[src/rtl/common_pkg.sv]
// ----------------------------------------------------------------------------
// common: data-bus transaction types shared between the core and the bus.
//
//   dbus_req_t  : valid, addr (byte address), size (0=byte .. 3=double),
//                 strobe (byte enables, zero for reads), data (lane-aligned)
//   dbus_resp_t : data_ok (one-cycle completion), data (full 64-bit beat)
// ----------------------------------------------------------------------------
package common;

    localparam int BUS_W = 64;

    typedef struct packed {
        logic             valid;
        logic [BUS_W-1:0] addr;
        logic [2:0]       size;
        logic [7:0]       strobe;
        logic [BUS_W-1:0] data;
    } dbus_req_t;

    typedef struct packed {
        logic             data_ok;
        logic [BUS_W-1:0] data;
    } dbus_resp_t;

endpackage

[src/rtl/pipes_pkg.sv]
// ----------------------------------------------------------------------------
// pipes: inter-stage bundles of the five-stage pipeline, plus the memory
// stage state encoding and access-size helpers.
//
//   msize_t        : access size encoding (0=byte, 1=half, 2=word, 3=double)
//   mem_state_t    : memory stage FSM states
//   control_t      : decoded control bits carried down the pipe
//   execute_data_t : execute -> memory bundle
//   memory_data_t  : memory -> writeback bundle
// ----------------------------------------------------------------------------
package pipes;

    localparam int DATA_W = 64;

    typedef enum logic [1:0] {
        MSIZE_B = 2'd0,
        MSIZE_H = 2'd1,
        MSIZE_W = 2'd2,
        MSIZE_D = 2'd3
    } msize_t;

    typedef enum logic {
        MEM_IDLE = 1'b0,
        MEM_BUSY = 1'b1
    } mem_state_t;

    typedef struct packed {
        logic   regwrite;
        logic   memread;
        logic   memwrite;
        logic   mem_unsigned;
        msize_t msize;
    } control_t;

    typedef struct packed {
        logic              valid;
        logic [DATA_W-1:0] pc;
        logic [31:0]       raw_instr;
        logic [4:0]        dst;
        logic [4:0]        ra1;
        logic [4:0]        ra2;
        control_t          ctl;
        logic [DATA_W-1:0] result;   // ALU result or effective address
        logic [DATA_W-1:0] memdata;  // store source
    } execute_data_t;

    typedef struct packed {
        logic              valid;
        logic [DATA_W-1:0] pc;
        logic [31:0]       raw_instr;
        logic [4:0]        dst;
        logic [4:0]        ra1;
        logic [4:0]        ra2;
        control_t          ctl;
        logic [DATA_W-1:0] writedata;
    } memory_data_t;

    // Byte-enable pattern of an access before lane alignment: 2^(2^size)-1.
    function automatic logic [7:0] size_strobe(input msize_t size);
        case (size)
            MSIZE_B: return 8'h01;
            MSIZE_H: return 8'h03;
            MSIZE_W: return 8'h0F;
            default: return 8'hFF;
        endcase
    endfunction

    // Low address bits that must be zero for a naturally aligned access.
    function automatic logic [2:0] align_mask(input msize_t size);
        case (size)
            MSIZE_B: return 3'b000;
            MSIZE_H: return 3'b001;
            MSIZE_W: return 3'b011;
            default: return 3'b111;
        endcase
    endfunction

endpackage

[src/rtl/memory_stage_muxword.sv]
// ----------------------------------------------------------------------------
// muxword: load-data extraction. Shifts the addressed bytes of a 64-bit bus
// beat down to bit 0, truncates to the access size and sign- or zero-extends.
//
//   data        in  64  raw bus beat
//   offset      in  3   byte offset within the beat (addr[2:0])
//   size        in      access size (msize_t)
//   is_unsigned in  1   1 = zero-extend, 0 = sign-extend
//   result      out 64  extended load value
// ----------------------------------------------------------------------------
module muxword
    import pipes::*;
(
    input  logic [63:0] data,
    input  logic [2:0]  offset,
    input  msize_t      size,
    input  logic        is_unsigned,
    output logic [63:0] result
);

    logic [63:0] shifted;

    assign shifted = data >> {offset, 3'b000};

    always_comb begin
        // NOTE: assigning a default before the case keeps every path driven,
        // so no latch can be inferred if the case is ever edited.
        result = '0;
        case (size)
            MSIZE_B: result = is_unsigned ? {56'd0, shifted[7:0]}
                                          : {{56{shifted[7]}}, shifted[7:0]};
            MSIZE_H: result = is_unsigned ? {48'd0, shifted[15:0]}
                                          : {{48{shifted[15]}}, shifted[15:0]};
            MSIZE_W: result = is_unsigned ? {32'd0, shifted[31:0]}
                                          : {{32{shifted[31]}}, shifted[31:0]};
            MSIZE_D: result = shifted;
        endcase
    end

endmodule

[src/rtl/memory_stage.sv]
// ----------------------------------------------------------------------------
// memory_stage: memory-access stage between execute and writeback.
// Non-memory instructions pass through in one cycle. Loads and stores are
// captured into a holding register and run over the data bus; the stage
// stalls upstream until the bus answers with data_ok.
//
//   clk       in   pipeline clock, rising edge
//   reset     in   synchronous active-low reset
//   dataE     in   execute bundle (sampled only in IDLE)
//   dreq      out  data-bus request, driven from the holding register
//   dresp     in   data-bus response
//   stallM    out  hold execute and earlier stages
//   dataM     out  registered bundle to writeback
//   misalign  out  one-cycle misaligned-access pulse
//                  (only when MEM_MISALIGN_CHECK_EN is defined)
//
// Build option MEM_MISALIGN_CHECK_EN: misaligned accesses are not sent to the
// bus; they retire immediately with regwrite cleared and writedata = address.
// ----------------------------------------------------------------------------
module memory_stage
    import pipes::*;
    import common::*;
#(
    parameter int XLEN = 64
) (
    input  logic          clk,
    input  logic          reset,
    input  execute_data_t dataE,
    output dbus_req_t     dreq,
    input  dbus_resp_t    dresp,
    output logic          stallM,
    output memory_data_t  dataM
`ifdef MEM_MISALIGN_CHECK_EN
    ,
    output logic          misalign
`endif
);

    mem_state_t    state;
    execute_data_t hold;
    logic          is_mem_op;
    logic [XLEN-1:0] load_result;
    memory_data_t  pass_bundle;
    memory_data_t  done_bundle;

    assign is_mem_op = dataE.ctl.memread | dataE.ctl.memwrite;

    muxword u_muxword (
        .data        (dresp.data),
        .offset      (hold.result[2:0]),
        .size        (hold.ctl.msize),
        .is_unsigned (hold.ctl.mem_unsigned),
        .result      (load_result)
    );

    // Bundles presented to writeback: straight from execute, or from the
    // holding register once the bus access completes.
    always_comb begin
        pass_bundle           = '0;
        pass_bundle.valid     = dataE.valid;
        pass_bundle.pc        = dataE.pc;
        pass_bundle.raw_instr = dataE.raw_instr;
        pass_bundle.dst       = dataE.dst;
        pass_bundle.ra1       = dataE.ra1;
        pass_bundle.ra2       = dataE.ra2;
        pass_bundle.ctl       = dataE.ctl;
        pass_bundle.writedata = dataE.result;

        done_bundle           = '0;
        done_bundle.valid     = hold.valid;
        done_bundle.pc        = hold.pc;
        done_bundle.raw_instr = hold.raw_instr;
        done_bundle.dst       = hold.dst;
        done_bundle.ra1       = hold.ra1;
        done_bundle.ra2       = hold.ra2;
        done_bundle.ctl       = hold.ctl;
        done_bundle.writedata = hold.ctl.memread ? load_result : hold.result;
    end

`ifdef MEM_MISALIGN_CHECK_EN
    logic         misaligned;
    memory_data_t misalign_bundle;

    always_comb begin
        misaligned = is_mem_op &&
                     ((dataE.result[2:0] & align_mask(dataE.ctl.msize)) != 3'b000);
        misalign_bundle              = pass_bundle;
        misalign_bundle.ctl.regwrite = 1'b0;
    end
`endif

    // Request fields come only from the holding register, so they cannot
    // move while the access is outstanding.
    always_comb begin
        dreq        = '0;
        dreq.valid  = (state == MEM_BUSY);
        dreq.addr   = hold.result;
        dreq.size   = {1'b0, hold.ctl.msize};
        dreq.strobe = hold.ctl.memwrite
                    ? (size_strobe(hold.ctl.msize) << hold.result[2:0])
                    : 8'h00;
        dreq.data   = hold.memdata << {hold.result[2:0], 3'b000};
    end

    // Release upstream in the data_ok cycle; the next instruction is then
    // sampled on the edge after the one that retires this access.
    assign stallM = (state == MEM_BUSY) && !dresp.data_ok;

    always_ff @(posedge clk) begin
        if (!reset) begin
            // NOTE: the holding register is reset too (it is a single
            // register, not an array), so dreq fields read as zero after
            // reset instead of stale or X values.
            state <= MEM_IDLE;
            hold  <= '0;
            dataM <= '0;
`ifdef MEM_MISALIGN_CHECK_EN
            misalign <= 1'b0;
`endif
        end else begin
            // NOTE: non-blocking assignments throughout, so every register
            // here sees the pre-edge values of the others.
`ifdef MEM_MISALIGN_CHECK_EN
            misalign <= 1'b0;
`endif
            case (state)
                MEM_IDLE: begin
                    if (!dataE.valid) begin
                        dataM <= '0;
                    end else if (!is_mem_op) begin
                        dataM <= pass_bundle;
`ifdef MEM_MISALIGN_CHECK_EN
                    end else if (misaligned) begin
                        dataM    <= misalign_bundle;
                        misalign <= 1'b1;
`endif
                    end else begin
                        hold  <= dataE;
                        state <= MEM_BUSY;
                        dataM <= '0;
                    end
                end
                MEM_BUSY: begin
                    if (dresp.data_ok) begin
                        dataM <= done_bundle;
                        state <= MEM_IDLE;
                    end else begin
                        dataM <= '0;
                    end
                end
            endcase
        end
    end

endmodule

[config.mk]
export PLATFORM = sky130hd
export DESIGN_NAME = memory_stage
export DESIGN_NICKNAME = d
export VERILOG_FILES = /design/src/rtl/common_pkg.sv /design/src/rtl/pipes_pkg.sv /design/src/rtl/memory_stage_muxword.sv /design/src/rtl/memory_stage.sv
export SDC_FILE = /design/constraint.sdc
export NUM_CORES = 1
export LEC_CHECK = 0
export ABC_AREA = 1
export CORE_AREA = 2 2 248 250
export DETAILED_ROUTE_END_ITERATION = 7
export DIE_AREA = 0 0 250 252
export PLACE_DENSITY = 0.67
export SLEW_MARGIN = 15
export SYNTH_ARGS = -nofsm -noshare
export SYNTH_HDL_FRONTEND = slang
export SYNTH_SLANG_ARGS = --single-unit
[constraint.sdc]
create_clock -name clk -period 2.4 [get_ports clk]
set_input_delay 0.24 -clock clk [delete_from_list [all_inputs] [get_ports clk]]
set_output_delay 0.24 -clock clk [all_outputs]
set_load 0.05 [all_outputs]
==> results of run 1 <==
[power by group through the flow]
stage / clock network, mW / logic [mW] / registers, mW
floorplan: 0 / 3.05 / 8.15
global placement: 0 / 5.74 / 7.97
detailed placement: 0 / 5.75 / 7.98
CTS: 7.74 / 5.85 / 7.83
global route: 8.05 / 6.39 / 7.88
finish: 7.63 / 6.00 / 7.84
[logic make-up after synthesis]
kind of cell,after synthesis,share of synthesized area [%]
AO/OA/AOI/OAI,579,14.7
other,1,0.0187
flip-flops,429,42.8
buffers and inverters,360,8.66
AND/OR/NAND/NOR,1667,32.6
multiplexers,24,1.20
[layout by cell type, fill, tap and decap left out, types with 3 or more instances in the layout]
cell | Yosys | layout
sky130_fd_sc_hd__mux2i_1 | 24 | 13
sky130_fd_sc_hd__bufinv_16 | 0 | 3
sky130_fd_sc_hd__nor2_1 | 624 | 615
sky130_fd_sc_hd__o21ai_1 | 2 | 20
sky130_fd_sc_hd__mux2i_2 | 0 | 9
sky130_fd_sc_hd__buf_6 | 5 | 4
sky130_fd_sc_hd__clkinvlp_4 | 0 | 3
sky130_fd_sc_hd__clkdlybuf4s50_1 | 0 | 558
sky130_fd_sc_hd__o21ai_0 | 318 | 271
sky130_fd_sc_hd__a31oi_1 | 8 | 8
sky130_fd_sc_hd__clkbuf_1 | 161 | 12
sky130_fd_sc_hd__nor2_4 | 1 | 3
sky130_fd_sc_hd__clkinv_2 | 0 | 7
sky130_fd_sc_hd__nand3_1 | 187 | 186
sky130_fd_sc_hd__a21oi_1 | 237 | 227
sky130_fd_sc_hd__clkbuf_16 | 0 | 50
sky130_fd_sc_hd__inv_8 | 0 | 3
sky130_fd_sc_hd__inv_1 | 48 | 46
sky130_fd_sc_hd__nand2_2 | 1 | 4
sky130_fd_sc_hd__diode_2 | 0 | 9
sky130_fd_sc_hd__nor2_2 | 3 | 10
sky130_fd_sc_hd__o21ai_2 | 0 | 29
sky130_fd_sc_hd__buf_4 | 76 | 40
sky130_fd_sc_hd__o211ai_1 | 9 | 9
sky130_fd_sc_hd__dfxtp_1 | 429 | 423
sky130_fd_sc_hd__nand3_2 | 3 | 4
sky130_fd_sc_hd__buf_12 | 0 | 105
sky130_fd_sc_hd__a21oi_2 | 0 | 10
sky130_fd_sc_hd__nand2_1 | 842 | 839
sky130_fd_sc_hd__dfxtp_4 | 0 | 4
sky130_fd_sc_hd__clkbuf_8 | 0 | 9
[state kept, by name, summed over array words and instances, names as in the netlist]
signal,cells
dreq,66
dataM,182
state,1
hold,64
done_bundle,116
[per-layer routing]
layer / vias to the layer above / track usage, % / wire length (um)
met3: 181 / 7.78 / 7920
met4: 8 / 10.2 / 3260
li1: 10700 / - / -
met1: 10300 / 32.9 / 35600
met5: - / 0 / 52
met2: 956 / 43.3 / 40800
[worst paths after layout]
| path | start | endpoint | slack, ps | cells after the start |
|---|---|---|---|---|
| max | dreq[75]$_SDFFE_PN0P_ | dreq[60] | 30 | 7 |
| min | dataE[217] | dataM[153]$_SDFF_PN0_ | 200 | 3 |
| max reg2reg | dreq[75]$_SDFFE_PN0P_ | dataM[41]$_SDFF_PN0_ | 310 | 12 |
| min reg2reg | done_bundle[177]$_SDFFE_PN0P_ | dataM[177]$_SDFF_PN0_ | 460 | 2 |
[worst min-delay path: cells and delay by family]
family / cells / cell delay [ps]
AND/OR/NAND/NOR: 1 / 70
buffers and inverters: 1 / 410
AO/OA/AOI/OAI: 1 / 50
[stage by stage]
stage               area [um2]  util [%]  instances  hold slack, ps  worst slack [ps]
floorplan                20100         -       3060             375              42.2
global placement         27500      45.7       4237             447               242
detailed placement       27500      45.7       4237             450               216
CTS                      29300      48.7       4333             170             -18.4
global route             29600      49.3       4346             177             -75.7
finish                   29600      49.3       4346             196              33.6
[repair_timing]
| item | in CTS | in global routing |
|---|---|---|
| pin swaps | 3 | 8 |
| setup buffers | 7 | 2 |
| setup endpoints to repair | 61 | 56 |
| endpoints found under the hold margin | 17 | 0 |
| gates resized for setup | 34 | 81 |
| hold buffers | 1 | 0 |
| gates cloned | 1 | 2 |
[final cells by class]
cell class,count,area share (%)
Antenna cell,9,0.0760
Clock buffer,69,4.62
Clock inverter,18,0.848
Inverter,54,0.781
Multi-Input combinational cell,2271,33.8
Sequential cell,429,29.0
Tap cell,782,3.30
Timing Repair Buffer,714,27.6
==> impl_metrics.env, run 1 <==
export IMPL_run_status="complete, no violations"
export IMPL_count_of_unique_library_cells_instantiated_by_yosys=31
export IMPL_critPathKind="reg2out"
export IMPL_power_combinational_fraction_pct=27.9
export IMPL_fp_row_count=90
export IMPL_globalRouteOverflowTotal=0
export IMPL_regArea_um2=8610
export IMPL_route_final_wire_length_mm=87.7
export IMPL_power_net_switching_mw=7.27
export IMPL_die_area_um2=63000
export IMPL_achievable_frequency_mhz=423
export IMPL_fin_crit_period_ps=2370
export IMPL_timing_clock_skew_ps=59.5
export IMPL_synth_net_count=3373
export IMPL_total_power_mw=21.5
export IMPL_first_global_vias=20700
export IMPL_yosys_register_bits=429
export IMPL_timing_critical_path_slowest_stage_cell="sky130_fd_sc_hd__dfxtp_4"
export IMPL_design_portCount=636
export IMPL_worst_path_max_fanout=9
export IMPL_cts_reportedPaths_clkPinSlew_ps=60
export IMPL_synth_enable_flop_cells=0
export IMPL_buffer_ports_inserted=634
export IMPL_synth_top_cells_by_count="sky130_fd_sc_hd__nand2_1, sky130_fd_sc_hd__nor2_1, sky130_fd_sc_hd__dfxtp_1, sky130_fd_sc_hd__o21ai_0, sky130_fd_sc_hd__a21oi_1"
export IMPL_numCtsBuffers=48
export IMPL_switching_share_pct=33.9
export IMPL_finalWeightedCongestion=0.985
export IMPL_drc=0
export IMPL_initial_core_utilization_pct=33.4
export IMPL_number_of_cells_produced_by_synthesis=3060
export IMPL_hold_violations=0
export IMPL_seqPwrFrac_pct=36.5
export IMPL_finalSetupViolations=0
export IMPL_synth_largest_type_area_fraction_pct=42.8
export IMPL_grt_total_usage_pct=26.5
export IMPL_p_per_area_nw_per_um2=724
export IMPL_grt_pass1_wl_mm=129
export IMPL_clock_share_of_power_pct=35.5
export IMPL_syn2layout_area_growth_pct=47.7
export IMPL_required_time_of_the_critical_path_ps=2160
export IMPL_critPathMostFrequentCell="sky130_fd_sc_hd__buf_12"
export IMPL_drtAntennaViolNets=0
export IMPL_cp_buffers_inverters=3
export IMPL_synth_area_leader_cell="sky130_fd_sc_hd__dfxtp_1"
export IMPL_antenna_violations_before_repair=14
export IMPL_drt_first_pass_iters=6
export IMPL_clock_sink_count=429
export IMPL_clockBufferDepth=3
export IMPL_mean_number_of_vias_per_cell=5.09
export IMPL_leakage_nw=11.8
export IMPL_peakVddDrop_v=0.000604
export IMPL_slowest_delay_ps=440
export IMPL_cts_htree_levels=2
export IMPL_tritoncts="yes"
export IMPL_cell_internal_pwr_mw=14.2
export IMPL_drive_gt1_share_pct=8.97
export IMPL_initialDrtViolationCount=2007
export IMPL_synth_async_reset_ratio_pct=0
export IMPL_slew_headroom_pct=53.5
export IMPL_grt_setup_unrepaired="true"
export IMPL_die_h_um=252
export IMPL_critical_path_top_delay_family="buffers and inverters"
export IMPL_average_footprint_of_a_synthesized_cell_um2=6.56
export IMPL_worst_skew_pair_late_latency_ps=620
export IMPL_multi_input_area_um2=10000
export IMPL_crit_path_start_kind="register"
export IMPL_synthTopCellsByArea="sky130_fd_sc_hd__dfxtp_1, sky130_fd_sc_hd__nand2_1, sky130_fd_sc_hd__nor2_1"
export IMPL_core_area_um2=60100
export IMPL_maxCapViolations=0
export IMPL_timing_worst_slew_pin_value_ps=696
export IMPL_worst_setup_end_kind="output pin"
export IMPL_slew_violations=0
export IMPL_post_synth_top_count_cell="sky130_fd_sc_hd__nand2_1"
export IMPL_fillCellCount=5928
export IMPL_route_detailed_wl_per_inst_um=20.2
export IMPL_yosys_warning_count=0
export IMPL_synth_seq_area_share_pct=42.8
export IMPL_root_buffer_cell="sky130_fd_sc_hd__clkbuf_16"
export IMPL_final_setup_tns_ps=0
export IMPL_dp_hpwl_mm=62.2
export IMPL_worst_hold_check_path_type="in2reg"
export IMPL_syn_cell_area_um2=20100
export IMPL_worst_endpoint_arrival_ps=2130
export IMPL_die_width_um=250
export IMPL_cell_breakdown_of_the_critical_path="buf_12 -> buf_6 -> mux2i_2 -> nand2_1 -> o21ai_1 -> o21ai_2 -> buf_12"
export IMPL_largest_net_degree_at_the_start_of_global_routing=119
export IMPL_final_min_period_over_clock_period_pct=98.6
export IMPL_synth_flop_cell="sky130_fd_sc_hd__dfxtp_1"
export IMPL_final_nets=3831
export IMPL_routed_via_count=22100
Power figures use the tool's default switching activity.
==> run 2: changes to the inputs <==
--- a/config.mk
+++ b/config.mk
@@ -10,6 +10,8 @@
 export DETAILED_ROUTE_END_ITERATION = 7
 export DIE_AREA = 0 0 250 252
 export PLACE_DENSITY = 0.67
+export RECOVER_POWER = 50
+export SKIP_CTS_REPAIR_TIMING = 1
 export SLEW_MARGIN = 15
 export SYNTH_ARGS = -nofsm -noshare
 export SYNTH_HDL_FRONTEND = slang
==> run 2 against run 1 <==
The flow now finishes with violations (negative setup slack). Via count down 0.28%. Clock skew up 2.1 ps. Clock power about the same. Largest power group unchanged. Total power down 0.34%. Highest routed layer unchanged. Sequential cell count unchanged. Global-route usage down 0.11 points. Largest cell class unchanged. Register-to-register slack worse by 140 ps. Non-clock buffer count up 10. Cell area down 0.56%.
==> impl_metrics.env, run 2 (synthesis results as in run 1) <==
export IMPL_crit_path_start_kind="register"
export IMPL_globalRouteOverflowTotal=0
export IMPL_fp_row_count=90
export IMPL_route_detailed_wl_per_inst_um=20.1
export IMPL_maxCapViolations=0
export IMPL_cell_breakdown_of_the_critical_path="buf_12 -> buf_4 -> mux2i_1 -> nand2_1 -> nand3_1 -> o21ai_1 -> buf_12"
export IMPL_drtAntennaViolNets=0
export IMPL_route_final_wire_length_mm=87.6
export IMPL_initial_core_utilization_pct=33.4
export IMPL_largest_register_ffs=182
export IMPL_achievable_frequency_mhz=412
export IMPL_timing_clock_skew_ps=61.6
export IMPL_design_portCount=636
export IMPL_most_frequent_standard_cell_in_the_layout_excluding_fill_and_tap_cells="sky130_fd_sc_hd__nand2_1"
export IMPL_cts_htree_levels=2
export IMPL_grt_total_usage_pct=26.4
export IMPL_finalWeightedCongestion=0.985
export IMPL_slowest_delay_ps=420
export IMPL_largest_net_degree_at_the_start_of_global_routing=119
export IMPL_final_nets=3841
export IMPL_die_area_um2=63000
export IMPL_routed_via_count=22000
export IMPL_critPathMostFrequentCell="sky130_fd_sc_hd__buf_12"
export IMPL_worst_hold_check_path_type="in2reg"
export IMPL_worst_endpoint_arrival_ps=2180
export IMPL_violations="negative setup slack"
export IMPL_numCtsBuffers=48
export IMPL_worst_setup_end_kind="output pin"
export IMPL_initialDrtViolationCount=2042
export IMPL_drt_first_pass_iters=7
export IMPL_timing_critical_path_slowest_stage_cell="sky130_fd_sc_hd__dfxtp_4"
export IMPL_p_per_area_nw_per_um2=726
export IMPL_finalWorstSetupSlack_ps=-24.7
export IMPL_biggest_register="dataM"
export IMPL_slew_violations=0
export IMPL_dp_hpwl_mm=62.2
export IMPL_fin_crit_period_ps=2420
export IMPL_peakVddDrop_v=0.000607
export IMPL_cts_reportedPaths_clkPinSlew_ps=60
export IMPL_worst_skew_pair_late_latency_ps=620
export IMPL_leakage_nw=11.9
export IMPL_buffer_ports_inserted=634
export IMPL_drc=0
export IMPL_numPlacedInstances=4237
export IMPL_instances_no_fill=4356
export IMPL_commonest_cells_after_routing_fill_and_taps_aside="sky130_fd_sc_hd__nand2_1, sky130_fd_sc_hd__nor2_1, sky130_fd_sc_hd__clkdlybuf4s50_1"
export IMPL_slew_headroom_pct=15.4
export IMPL_critPathKind="reg2out"
export IMPL_first_global_vias=20500
export IMPL_grt_pass1_wl_mm=128
export IMPL_core_area_um2=60100
export IMPL_run_status="finished, violations left"
export IMPL_fillCellCount=5955
export IMPL_mean_number_of_vias_per_cell=5.06
export IMPL_finalSetupViolations=4
export IMPL_clock_sink_count=429
export IMPL_hold_violations=0
export IMPL_die_width_um=250
export IMPL_syn2layout_area_growth_pct=46.9
export IMPL_total_power_mw=21.4
export IMPL_required_time_of_the_critical_path_ps=2160
export IMPL_root_buffer_cell="sky130_fd_sc_hd__clkbuf_16"
export IMPL_grt_setup_unrepaired="true"
export IMPL_drive_gt1_share_pct=8.61
export IMPL_final_min_period_over_clock_period_pct=101
export IMPL_tritoncts="yes"
export IMPL_timing_worst_slew_pin_value_ps=1270
export IMPL_multi_input_area_um2=9910
export IMPL_die_h_um=252
export IMPL_worst_path_max_fanout=19
export IMPL_clockBufferDepth=3
export IMPL_regArea_um2=8610
export IMPL_worst_hold_slack_ps=199
export IMPL_layout_core_utilization_pct=49.0
export IMPL_antenna_violations_before_repair=13
run 2: cell count changes in the layout (fill, tap and decap cells not counted), moves of 3 or more:
cell,previous run,this run
sky130_fd_sc_hd__dlygate4sd3_1,1,18
sky130_fd_sc_hd__o21ai_0,271,276
sky130_fd_sc_hd__buf_4,40,50
sky130_fd_sc_hd__o21ai_2,29,16
sky130_fd_sc_hd__mux2i_1,13,16
sky130_fd_sc_hd__buf_12,105,96
sky130_fd_sc_hd__o21ai_1,20,28
sky130_fd_sc_hd__clkdlybuf4s50_1,558,541
sky130_fd_sc_hd__a21oi_2,10,7
sky130_fd_sc_hd__a21oi_1,227,230
sky130_fd_sc_hd__clkbuf_2,0,5
run 2: power by group:
group | switching (mW) | total, mW | internal (mW)
sequential | 0.279 | 7.83 | 7.55
clock | 3.28 | 7.62 | 4.35
combinational | 3.68 | 5.93 | 2.25
run 2: worst paths after layout:
check                           cells past startpoint                       endpoint                          start  slack [ps]
worst min-delay path                                3          dataM[153]$_SDFF_PN0_                     dataE[217]         200
worst max register to register                      7  done_bundle[107]$_SDFFE_PN0P_               state$_SDFF_PN0_         170
worst min register to register                      2          dataM[177]$_SDFF_PN0_  done_bundle[177]$_SDFFE_PN0P_         460
worst max-delay path                                7                       dreq[46]          dreq[75]$_SDFFE_PN0P_         -20
run 2: metrics by stage:
stage / TNS (ps) / worst slack [ps] / cell area [um2]
2_1_floorplan: 0 / 42.2 / 20100
3_3_place_gp: 0 / 242 / 27500
3_5_place_dp: 0 / 216 / 27500
4_1_cts: -8590 / -342 / 29100
5_1_grt: -1220 / -75.1 / 29500
6_report: -46.4 / -24.7 / 29500
run 2: per-layer routing:
layer  vias to the layer above  global-route usage (%)  wire, um
met5                         -                       0        52
met4                         8                    9.73      3220
met3                       172                    7.72      7950
met2                       969                    43.1     40800
met1                     10200                    32.9     35600
li1                      10700                       -         -
run 2: layout make-up:
cell class | instances | share of cell area [%]
multi-input cells | 2271 | 33.6
flip-flops and latches | 429 | 29.2
repair buffers | 724 | 27.5
clock buffers | 69 | 4.65
well taps | 782 | 3.32
clock inverters | 18 | 0.853
inverters | 54 | 0.768
diodes | 9 | 0.0764
run 2: critical path: cells and delay by family, from the launching register on:
kind                   cells  cell delay [ps]
buffers and inverters      3              480
AND/OR/NAND/NOR            2              200
multiplexers               1              340
AO/OA/AOI/OAI              1              100
flip-flops                 1              420
==> run 3: changes to the inputs <==
--- a/config.mk
+++ b/config.mk
@@ -12,6 +12,7 @@
 export PLACE_DENSITY = 0.67
 export RECOVER_POWER = 50
 export SKIP_CTS_REPAIR_TIMING = 1
+export SKIP_LAST_GASP = 1
 export SLEW_MARGIN = 15
 export SYNTH_ARGS = -nofsm -noshare
 export SYNTH_HDL_FRONTEND = slang
==> run 3 against run 2 <==
The run still ends with negative setup slack left. Sequential share of layout area barely moved. Global-route usage unchanged. Core utilization barely moved. Total power about the same. Cell area hardly changed. Register-to-register slack hardly changed. Critical path depth shrank 1. Worst setup slack better by 13 ps. Highest routed layer unchanged. Sequential cell count is the same. Largest power group unchanged. Critical path type unchanged.
==> impl_metrics.env, run 3 (synthesis results as in run 1) <==
export IMPL_root_buffer_cell="sky130_fd_sc_hd__clkbuf_16"
export IMPL_required_time_of_the_critical_path_ps=2160
export IMPL_final_min_period_over_clock_period_pct=101
export IMPL_cell_internal_pwr_mw=14.2
export IMPL_final_nets=3841
export IMPL_first_global_vias=20500
export IMPL_achievable_frequency_mhz=415
export IMPL_finalSetupViolations=2
export IMPL_dp_hpwl_mm=62.2
export IMPL_most_frequent_standard_cell_in_the_layout_excluding_fill_and_tap_cells="sky130_fd_sc_hd__nand2_1"
export IMPL_slew_violations=0
export IMPL_layout_core_utilization_pct=49.0
export IMPL_core_area_um2=60100
export IMPL_cell_breakdown_of_the_critical_path="buf_12 -> nor2_4 -> buf_8 -> o21ai_0 -> a21oi_2 -> buf_12"
export IMPL_maxCapViolations=0
export IMPL_commonest_cells_after_routing_fill_and_taps_aside="sky130_fd_sc_hd__nand2_1, sky130_fd_sc_hd__nor2_1, sky130_fd_sc_hd__clkdlybuf4s50_1"
export IMPL_fin_crit_period_ps=2410
export IMPL_grt_setup_unrepaired="true"
export IMPL_worst_skew_pair_late_latency_ps=620
export IMPL_slew_headroom_pct=14.1
export IMPL_clock_share_of_power_pct=35.6
export IMPL_numCtsBuffers=48
export IMPL_clockBufferDepth=3
export IMPL_globalRouteOverflowTotal=0
export IMPL_seqPwrFrac_pct=36.6
export IMPL_timing_clock_skew_ps=59.6
export IMPL_antenna_violations_before_repair=13
export IMPL_cp_buffers_inverters=3
export IMPL_timing_critical_path_slowest_stage_cell="sky130_fd_sc_hd__dfxtp_4"
export IMPL_initialDrtViolationCount=2101
export IMPL_syn2layout_area_growth_pct=46.8
export IMPL_critPathKind="reg2out"
export IMPL_drive_gt1_share_pct=8.53
export IMPL_timing_worst_slew_pin_value_ps=1290
export IMPL_initial_core_utilization_pct=33.4
export IMPL_mean_number_of_vias_per_cell=5.05
export IMPL_critical_path_top_delay_family="buffers and inverters"
export IMPL_routed_via_count=22000
export IMPL_worst_hold_check_path_type="in2reg"
export IMPL_switching_share_pct=33.8
export IMPL_grt_pass1_wl_mm=128
export IMPL_slowest_delay_ps=380
export IMPL_leakage_nw=11.9
export IMPL_drtAntennaViolNets=0
export IMPL_clock_sink_count=429
export IMPL_cts_htree_levels=2
export IMPL_cts_reportedPaths_clkPinSlew_ps=60
export IMPL_buffer_ports_inserted=634
export IMPL_fillCellCount=5959
export IMPL_worst_endpoint_arrival_ps=2170
export IMPL_die_width_um=250
export IMPL_hold_violations=0
export IMPL_run_status="finished, violations left"
export IMPL_peakVddDrop_v=0.000604
export IMPL_finalWeightedCongestion=0.985
export IMPL_route_detailed_wl_per_inst_um=20.1
export IMPL_die_area_um2=63000
export IMPL_layout_cell_area_non_filler_um2=29500
export IMPL_critPathMostFrequentCell="sky130_fd_sc_hd__buf_12"
export IMPL_p_per_area_nw_per_um2=726
export IMPL_violations="negative setup slack"
export IMPL_worst_setup_end_kind="output pin"
export IMPL_power_net_switching_mw=7.23
export IMPL_worst_path_max_fanout=33
export IMPL_regArea_um2=8610
export IMPL_largest_net_degree_at_the_start_of_global_routing=119
export IMPL_die_h_um=252
export IMPL_biggest_register="dataM"
export IMPL_multi_input_area_um2=9900
export IMPL_drc=0
export IMPL_route_final_wire_length_mm=87.6
export IMPL_tritoncts="yes"
export IMPL_finalWorstSetupSlack_ps=-12.0
export IMPL_largest_register_ffs=182
export IMPL_fp_row_count=90
export IMPL_design_portCount=636
export IMPL_power_combinational_fraction_pct=27.7
export IMPL_postPlaceCellArea_um2=27500
export IMPL_drt_first_pass_iters=6
export IMPL_crit_path_start_kind="register"
export IMPL_grt_total_usage_pct=26.4
[run 3: power by group through the flow]
stage          logic, mW  registers (mW)  clock network (mW)
6_report            5.93            7.83                7.62
5_1_grt             6.32            7.87                8.04
4_1_cts             5.77            7.83                7.74
3_5_place_dp        5.75            7.98                   0
3_3_place_gp        5.74            7.97                   0
2_1_floorplan       3.05            8.15                   0
[run 3: through the flow]
stage	hold slack, ps	total power [mW]	setup WS [ps]	setup TNS, ps	cells
finish	197	21.4	-12.0	-23.0	4355
global route	177	22.2	-69.9	-1250	4355
CTS	-81.1	21.3	-342	-8590	4324
detailed placement	450	13.7	216	0	4237
global placement	447	13.7	242	0	4237
floorplan	375	11.2	42.2	0	3060
[run 3: layer usage]
layer	vias to the layer above	wire, um	GRT usage [%]
li1	10700	-	-
met2	913	40900	43.1
met4	8	3150	9.73
met3	170	7790	7.72
met5	-	52	0
met1	10200	35700	32.9
[run 3: worst paths after layout]
path | startpoint | to | slack [ps] | cells past startpoint
min reg2reg | done_bundle[177]$_SDFFE_PN0P_ | dataM[177]$_SDFF_PN0_ | 460 | 2
max reg2reg | state$_SDFF_PN0_ | done_bundle[107]$_SDFFE_PN0P_ | 170 | 7
max | dreq[76]$_SDFFE_PN0P_ | dreq[68] | -10 | 6
min | dataE[217] | dataM[153]$_SDFF_PN0_ | 200 | 3
[run 3: area by class of cell]
| cell class | instances | share of cell area (%) |
|---|---|---|
| Multi-Input combinational cell | 2271 | 33.6 |
| Sequential cell | 429 | 29.2 |
| Timing Repair Buffer | 724 | 27.5 |
| Clock buffer | 69 | 4.65 |
| Tap cell | 782 | 3.32 |
| Clock inverter | 18 | 0.854 |
| Inverter | 54 | 0.769 |
| Antenna cell | 8 | 0.0679 |
[run 3: tightest hold or removal path, stage by stage]
cell and delay [ps]:
sky130_fd_sc_hd__clkdlybuf4s50_1 410, sky130_fd_sc_hd__nand2_1 70, sky130_fd_sc_hd__a21oi_1 50
